==> config.mk <==
export PLATFORM = sky130hd
export DESIGN_NAME = ttt_game_ctrl
export DESIGN_NICKNAME = d
export VERILOG_FILES = /design/src/rtl/ttt_pkg.sv /design/src/rtl/ttt_win_check.sv /design/src/rtl/ttt_game_ctrl.sv
export SDC_FILE = /design/constraint.sdc
export NUM_CORES = 1
export LEC_CHECK = 0
export CAP_MARGIN = 30
export CORE_ASPECT_RATIO = 1.75
export CORE_MARGIN = 2
export CORE_UTILIZATION = 59
export DETAILED_ROUTE_END_ITERATION = 8
export GPL_ROUTABILITY_DRIVEN = 1
export PLACE_DENSITY_LB_ADDON = 0.12
export SYNTH_ARGS = -nofsm -noshare
export SYNTH_HDL_FRONTEND = slang
export SYNTH_SLANG_ARGS = --single-unit
==> constraint.sdc <==
create_clock -name clk -period 4.1 [get_ports clk]
set_input_delay 1.23 -clock clk [delete_from_list [all_inputs] [get_ports clk]]
set_output_delay 1.23 -clock clk [all_outputs]
set_load 0.01 [all_outputs]
==> src/rtl/ttt_pkg.sv <==
// Shared encodings for the tic-tac-toe game controller: cell codes,
// FSM state codes, winning-line bit positions and the cursor-step helper.
package ttt_pkg;

    localparam int BOARD_W   = 18;
    localparam int NUM_CELLS = 9;

    typedef enum logic [1:0] {
        CELL_EMPTY = 2'b00,
        CELL_X     = 2'b01,
        CELL_O     = 2'b10
    } cell_e;

    localparam logic [2:0] ST_IDLE   = 3'd0;
    localparam logic [2:0] ST_P_MOVE = 3'd1;
    localparam logic [2:0] ST_CHECK  = 3'd2;
    localparam logic [2:0] ST_WIN    = 3'd3;
    localparam logic [2:0] ST_DRAW   = 3'd4;

    localparam int LINE_ROW0 = 0;
    localparam int LINE_ROW1 = 1;
    localparam int LINE_ROW2 = 2;
    localparam int LINE_COL0 = 3;
    localparam int LINE_COL1 = 4;
    localparam int LINE_COL2 = 5;
    localparam int LINE_DIAG = 6;
    localparam int LINE_ANTI = 7;

    // One cursor step on the 3x3 grid, wrapping inside the row/column.
    // Priority up > down > left > right.
    function automatic logic [3:0] cursor_step(input logic [3:0] cur,
                                               input logic up,
                                               input logic down,
                                               input logic left,
                                               input logic right);
        logic [1:0] col;
        logic [3:0] nxt;
        case (cur)
            4'd0, 4'd3, 4'd6: col = 2'd0;
            4'd1, 4'd4, 4'd7: col = 2'd1;
            default:          col = 2'd2;
        endcase
        nxt = cur;
        if (up)
            nxt = (cur < 4'd3) ? cur + 4'd6 : cur - 4'd3;
        else if (down)
            nxt = (cur >= 4'd6) ? cur - 4'd6 : cur + 4'd3;
        else if (left)
            nxt = (col == 2'd0) ? cur + 4'd2 : cur - 4'd1;
        else if (right)
            nxt = (col == 2'd2) ? cur - 4'd2 : cur + 4'd1;
        return nxt;
    endfunction

endpackage

==> src/rtl/ttt_win_check.sv <==
// Combinational line detector: flags every row/column/diagonal fully
// occupied by the given mark. An empty mark never matches.
module ttt_win_check
    import ttt_pkg::*;
(
    input  logic [BOARD_W-1:0] board_i,
    input  logic [1:0]         mark_i,
    output logic [7:0]         win_line_o,
    output logic               any_win_o
);

    logic [NUM_CELLS-1:0] own;

    // Per-cell ownership by the mark under test
    always_comb begin
        own = '0;
        for (int i = 0; i < NUM_CELLS; i++)
            own[i] = (mark_i != CELL_EMPTY) && (board_i[2*i +: 2] == mark_i);
    end

    assign win_line_o[LINE_ROW0] = own[0] & own[1] & own[2];
    assign win_line_o[LINE_ROW1] = own[3] & own[4] & own[5];
    assign win_line_o[LINE_ROW2] = own[6] & own[7] & own[8];
    assign win_line_o[LINE_COL0] = own[0] & own[3] & own[6];
    assign win_line_o[LINE_COL1] = own[1] & own[4] & own[7];
    assign win_line_o[LINE_COL2] = own[2] & own[5] & own[8];
    assign win_line_o[LINE_DIAG] = own[0] & own[4] & own[8];
    assign win_line_o[LINE_ANTI] = own[2] & own[4] & own[6];
    assign any_win_o             = |win_line_o;

endmodule

==> src/rtl/ttt_game_ctrl.sv <==
// Tic-tac-toe game sequencer: cursor movement, mark placement for
// alternating players, win/draw detection and registered status outputs.
// Optional per-move forfeit timer enabled by defining TTT_MOVE_TIMEOUT_EN.
module ttt_game_ctrl
    import ttt_pkg::*;
#(
    parameter logic [31:0] TIMEOUT_CYCLES = 32'd250_000_000,
    parameter logic [3:0]  START_CURSOR   = 4'd4
) (
    input  logic               clk,
    input  logic               clr,
    input  logic               start,
    input  logic               btn_up,
    input  logic               btn_down,
    input  logic               btn_left,
    input  logic               btn_right,
    input  logic               btn_sel,
    output logic [BOARD_W-1:0] board,
    output logic [3:0]         cursor,
    output logic               turn,
    output logic               game_active,
    output logic               player_1_win,
    output logic               player_2_win,
    output logic               draw,
    output logic [7:0]         win_line,
    output logic               illegal,
    output logic               timeout
);

    logic [2:0]         state_q, state_d;
    logic [BOARD_W-1:0] board_q, board_d;
    logic [3:0]         cursor_q, cursor_d;
    logic               turn_q, turn_d;
    logic [3:0]         move_cnt_q, move_cnt_d;
    logic               p1_win_q, p1_win_d;
    logic               p2_win_q, p2_win_d;
    logic               draw_q, draw_d;
    logic [7:0]         win_line_q, win_line_d;
    logic               illegal_q, illegal_d;
    logic               timeout_q, timeout_d;

    logic [1:0] cur_cell;
    logic [1:0] mark;
    logic [7:0] chk_lines;
    logic       chk_any;

    assign cur_cell = board_q[{cursor_q, 1'b0} +: 2];
    assign mark     = turn_q ? CELL_O : CELL_X;

    // Evaluated against the mark just placed; only consulted in CHECK
    ttt_win_check u_win_check (
        .board_i    (board_q),
        .mark_i     (mark),
        .win_line_o (chk_lines),
        .any_win_o  (chk_any)
    );

`ifdef TTT_MOVE_TIMEOUT_EN
    logic [31:0] tmo_cnt_q, tmo_cnt_d;
`else
    // Parameter retained so both builds share one instantiation interface
    logic tmo_unused;
    assign tmo_unused = ^TIMEOUT_CYCLES;
`endif

    // Next-state logic for the game FSM and all registered outputs
    always_comb begin
        state_d    = state_q;
        board_d    = board_q;
        cursor_d   = cursor_q;
        turn_d     = turn_q;
        move_cnt_d = move_cnt_q;
        p1_win_d   = p1_win_q;
        p2_win_d   = p2_win_q;
        draw_d     = draw_q;
        win_line_d = win_line_q;
        illegal_d  = 1'b0;
        timeout_d  = 1'b0;
`ifdef TTT_MOVE_TIMEOUT_EN
        tmo_cnt_d  = tmo_cnt_q;
`endif
        case (state_q)
            ST_IDLE, ST_WIN, ST_DRAW: begin
                if (start) begin
                    state_d    = ST_P_MOVE;
                    board_d    = '0;
                    cursor_d   = START_CURSOR;
                    turn_d     = 1'b0;
                    move_cnt_d = 4'd0;
                    p1_win_d   = 1'b0;
                    p2_win_d   = 1'b0;
                    draw_d     = 1'b0;
                    win_line_d = '0;
`ifdef TTT_MOVE_TIMEOUT_EN
                    tmo_cnt_d  = '0;
`endif
                end
            end
            ST_P_MOVE: begin
                if (btn_sel && cur_cell == CELL_EMPTY) begin
                    board_d[{cursor_q, 1'b0} +: 2] = mark;
                    move_cnt_d = (move_cnt_q == 4'd9) ? 4'd9 : move_cnt_q + 4'd1;
                    state_d    = ST_CHECK;
                end else begin
                    if (btn_sel)
                        illegal_d = 1'b1;
                    else
                        cursor_d = cursor_step(cursor_q, btn_up, btn_down,
                                               btn_left, btn_right);
`ifdef TTT_MOVE_TIMEOUT_EN
                    // Forfeit the move: hand the turn over, board untouched
                    if (tmo_cnt_q == TIMEOUT_CYCLES - 32'd1) begin
                        timeout_d = 1'b1;
                        turn_d    = ~turn_q;
                        tmo_cnt_d = '0;
                    end else begin
                        tmo_cnt_d = tmo_cnt_q + 32'd1;
                    end
`endif
                end
            end
            ST_CHECK: begin
                if (chk_any) begin
                    state_d    = ST_WIN;
                    p1_win_d   = ~turn_q;
                    p2_win_d   = turn_q;
                    win_line_d = chk_lines;
                end else if (move_cnt_q == 4'd9) begin
                    state_d = ST_DRAW;
                    draw_d  = 1'b1;
                end else begin
                    state_d = ST_P_MOVE;
                    turn_d  = ~turn_q;
`ifdef TTT_MOVE_TIMEOUT_EN
                    tmo_cnt_d = '0;
`endif
                end
            end
            default: state_d = ST_IDLE;
        endcase
    end

    // State registers; clr overrides every other input
    always_ff @(posedge clk) begin
        if (clr) begin
            state_q    <= ST_IDLE;
            board_q    <= '0;
            cursor_q   <= START_CURSOR;
            turn_q     <= 1'b0;
            move_cnt_q <= 4'd0;
            p1_win_q   <= 1'b0;
            p2_win_q   <= 1'b0;
            draw_q     <= 1'b0;
            win_line_q <= '0;
            illegal_q  <= 1'b0;
            timeout_q  <= 1'b0;
`ifdef TTT_MOVE_TIMEOUT_EN
            tmo_cnt_q  <= '0;
`endif
        end else begin
            state_q    <= state_d;
            board_q    <= board_d;
            cursor_q   <= cursor_d;
            turn_q     <= turn_d;
            move_cnt_q <= move_cnt_d;
            p1_win_q   <= p1_win_d;
            p2_win_q   <= p2_win_d;
            draw_q     <= draw_d;
            win_line_q <= win_line_d;
            illegal_q  <= illegal_d;
            timeout_q  <= timeout_d;
`ifdef TTT_MOVE_TIMEOUT_EN
            tmo_cnt_q  <= tmo_cnt_d;
`endif
        end
    end

    assign board        = board_q;
    assign cursor       = cursor_q;
    assign turn         = turn_q;
    assign game_active  = (state_q == ST_P_MOVE) || (state_q == ST_CHECK);
    assign player_1_win = p1_win_q;
    assign player_2_win = p2_win_q;
    assign draw         = draw_q;
    assign win_line     = win_line_q;
    assign illegal      = illegal_q;
    assign timeout      = timeout_q;

endmodule

==> results list <==
- The worst setup path is launched from a register.
- The initial antenna violation count is 0.
* Sw power: about 0.38 mW
- In this run, CTS created clock tree buffers numbering 5.
- The tightest min-delay check is of the reg -> reg type.
- Input and output buffers added on the ports amount to 43.
- Counting flops and latches in the post-synthesis netlist gives 42.
- The largest individual stage delay along the critical path comes from the cell clkdlybuf4s50_1.
- From bottom edge to top edge, the die measures about 100 um.
- Once placement completed, the tool counted placed cells totaling ~480.
- Setup slack on the worst flop-to-flop path: ~1.2 ns
- Of the available clock period, the critical path in the final layout requires 0.7794.
* Core region area: around 5200 um^2
* Post-synth ARST share: 0
- Remaining routing DRC violations: 3
- In this run the worst path has a maximum fanout of 7.
* Gate family responsible for the most delay along the worst path: buffers and inverters
- Clock sink count: between 40 and 50
- Multi-input gate area: roughly 2100 um^2
* First-pass GRT wire length: around 14000 um
* Post-CTS setup repair buffer count: 0
- Cell internal power dissipation: approximately 0.73 mW
- In this run, post-CTS repair resized a total of 0 instances.
- At the end of the flow, the number of nets in the layout was 449.
- At the end of routability-driven placement, the weighted congestion stood at approximately 0.88.
* Hold endpoint: win_line[5]
* Main flop type after synthesis: dfxtp_1
* Worst skew pair latency: 0.30 ns
* Routing layer with the top usage in global route: met2
- Headroom to the max-slew limit came out at 0.4398.
* Startpoint of the worst setup timing path: state_q[0]
* Max-capacitance violation count: 0
- Setup repair after global routing left no endpoint under its margin.
* Fraction of post-synthesis cell area in the top cell type by area: 0.2698
- Worst path setup slack after routing: 0.9047 ns
- At the worst endpoint, the arrival time is roughly 2 ns.
* Cell Count, Final, Fillers Out: roughly 500
- Final antenna-violating net count: 0
- Of the total power, combinational logic draws 0.321.
* Sequential-to-total area share from yosys stat: 0.2698
* Setup skew after layout: approximately 0.0081 ns
* Min Tclk post-route: 3.195 ns
- Global-route met1 utilization: 0.3488
* Die ar.: 5903 um^2
- The share of total power dissipated in sequential elements is 0.387.
- Of the cells placed in the final design, the portion with a size suffix greater than 1 is 0.06961.
- Combined buffer and inverter count along the critical path: 2
- After synthesis, the cell types taking the most area are dfxtp_1 (27%), ha_1 (4.4%), nor2_1 (4.3%), a21oi_1 (4.2%), o21ai_0 (4.0%).
* Boundary pin count: between 40 and 50
* Largest stage delay, worst path: ~0.53 ns
- Counting instances, the worst hold path has a depth of 1.
- Of the total power, the share spent switching nets is 0.3440.
- After routing, the total negative slack on setup checks comes to 0 ns.
- The routed layout has between 3000 and 4000 vias.
- The number of antenna diodes in the final layout is 0.
* First-pass iteration count of the detailed router: 7
* Required time at the endpoint of the critical path: about 2.9 ns
* Hold buffers post-CTS: 0
- In the layout the commonest cells are clkdlybuf4s50_1 (43), dfxtp_1 (42), nor2_1 (36).
- Via-per-instance ratio: roughly 6.7
- In this run the critical register-to-register path is captured at cursor[3].
- OpenSTA, run right after detailed placement, puts the worst setup slack at roughly 0.64 ns.
* Maximum count of clock buffers along a single path: 2
- Area Overhead vs Synth: 16.74%
* Hold path startpoint: win_line[5]
* List of cells traversed by the critical path: inv_1 -> or3_1 -> nand2_1 -> clkdlybuf4s50_1
- Summing all placed instances gives a cell area of roughly 3500 um^2.
* Largest net degree at the start of global routing: 31
* Reg2Reg Launch Point: cursor[2]
- Count of flip-flops with a built-in enable after synthesis: 0
- Final setup violation count: 0
* Failing checks: design-rule violations
- Maximum vdd drop: between 0.15 and 0.2 mV
* Number of nets in the synthesized netlist: 420
* Met2 Resource Use GR: 0.5342
- Routed Wire Length: 8756 um
- Synthesized cell area: slightly above 3000 um^2
- Once detailed placement completed, the half-perimeter wirelength came to 6644 um.
- Yosys Warn Count: 0
- Sort of element at the end of the critical path: primary output
* Final slew viol count: 0
- The die is 58.94 um wide.
* Status: finished with violations
* First DRT Iteration DRCs: 203
- At the pin with the least slew margin, the transition time is around 0.84 ns.
- Summing all flip-flop and latch instances after layout gives 840.8 um^2.
- The initial utilization of the core area, before any placement, comes to 0.6031.
* Setup Crit Path Kind: reg -> out
- The share of total power dissipated in the clock network is 0.291.
* Power per unit of standard cell area: 307.2 nW/um^2
- Gr ovfl total: 0
* Number of cells produced by synthesis: between 400 and 500
* Most common library cell in the layout ignoring fill and taps: clkdlybuf4s50_1
- Measured on the finished design, the core utilization comes to 0.7041.
* Register clock-pin slew on the reported worst setup and hold paths: 0.08 ns
- A synthesized cell averages between 7 and 8 um^2.
- After detailed routing, the average wire length per cell comes to roughly 18 um.
* Standard-cell rows: 35
- Fill cells: between 400 and 500
- Count of cells along the worst register-to-register path: 8
* Cell type contributing the most total cell area after synthesis: dfxtp_1
* Number of hold violations in the final report: 0
- Highest achievable clock rate: 313.0 MHz
* Root Buffer Master: clkbuf_8
- For met3 alone, demand over resource in global routing was 0.03866.
- Number of global-route vias before repair: slightly above 3000
- After routing the design area is 3638 um^2.
* Leakage power of the design: 1.198 nW
- TritonCTS built the clock tree.
* Unique cell type count in the Yosys netlist: 60
- The clock tree synthesis step divided the H-tree into 2 levels.
- For this run, the total global-route usage over all layers was measured as 0.3083.
## power groups by stage
stage | logic (mW) | clock network (mW) | registers [mW]
after global placement | 0.346 | 0 | 0.442
after global routing | 0.395 | 0.339 | 0.435
final | 0.359 | 0.325 | 0.433
after CTS | 0.354 | 0.326 | 0.433
after floorplan | 0.273 | 0 | 0.436
after detailed placement | 0.351 | 0 | 0.442
## registers in the layout, summed over array words and instances, names as in the netlist
signal	cells
board	18
cursor	4
draw	1
illegal	1
move_cnt_q	4
player_1_win	1
player_2_win	1
state_q	3
turn	1
win_line	8
## worst max-delay path by stage
stage,end,slack (ns),cells past startpoint
after global routing,game_active,0.80,4
after CTS,game_active,0.91,4
after global placement,board[8],0.72,7
after detailed placement,board[8],0.64,7
after floorplan,board[17],1.33,7
final,game_active,0.90,4
## synth_stat cells (5+ instances only)
cell      number
clkbuf_1      17
or3b_2         5
or4_1          8
inv_1         10
mux2i_1       10
nand2b_1      18
xnor2_1        6
a21oi_1       26
dfxtp_1       42
buf_2          7
nand3b_1       9
a31oi_1        8
a211oi_1       5
nand2_1       30
nor2b_1        7
o211ai_1       6
o22ai_1       11
o21ai_0       25
a32o_1         8
o21a_1         5
nor2_1        36
nand3_1       17
ha_1          11
nor3_1         9
## final cells by class
type                            instances  share of cell area
Clock buffer                            7             0.02098
Tap cell                               55             0.01891
Multi-Input combinational cell        320              0.5757
Timing Repair Buffer                   51              0.1348
Clock inverter                          1            0.008253
Inverter                               10             0.01032
Sequential cell                        42              0.2311
## cells by family after synthesis
logic type / synth area share
AOI/OAI and AO/OA: 0.2866
xor gates and xnor gates: 0.01967
adders and majority gates: 0.04416
buffers and inverters: 0.05821
DFF: 0.2698
muxes: 0.04376
other: 0.001203
and+or+nand+nor: 0.2766
## routing by layer
layer  vias to the layer above  share of wire  wire length [um]
li1                       1546              -                 -
met1                      1554           0.38              3324
met2                       136           0.53              4647
met3                        27          0.046               404
met4                         0          0.043               380
met5                         -              0                 0
## through the flow
| step | hold WS, ns | total power [mW] |
|---|---|---|
| after floorplan | 0.4618 | 0.7094 |
| after global placement | 0.4489 | 0.7874 |
| after detailed placement | 0.4534 | 0.7938 |
| after CTS | 0.4728 | 1.113 |
| after global routing | 0.4818 | 1.169 |
| final | 0.4694 | 1.118 |
## worst reg2reg max path, cell delays in order, from the launching register on
cell	delay [ns]
dfxtp_1	0.86
inv_1	0.26
ha_1	0.32
ha_1	0.30
nor2_1	0.04
a311oi_1	0.23
o21ai_0	0.22
a2111oi_0	0.48
a22o_1	0.19
Power figures use the tool's default switching activity.
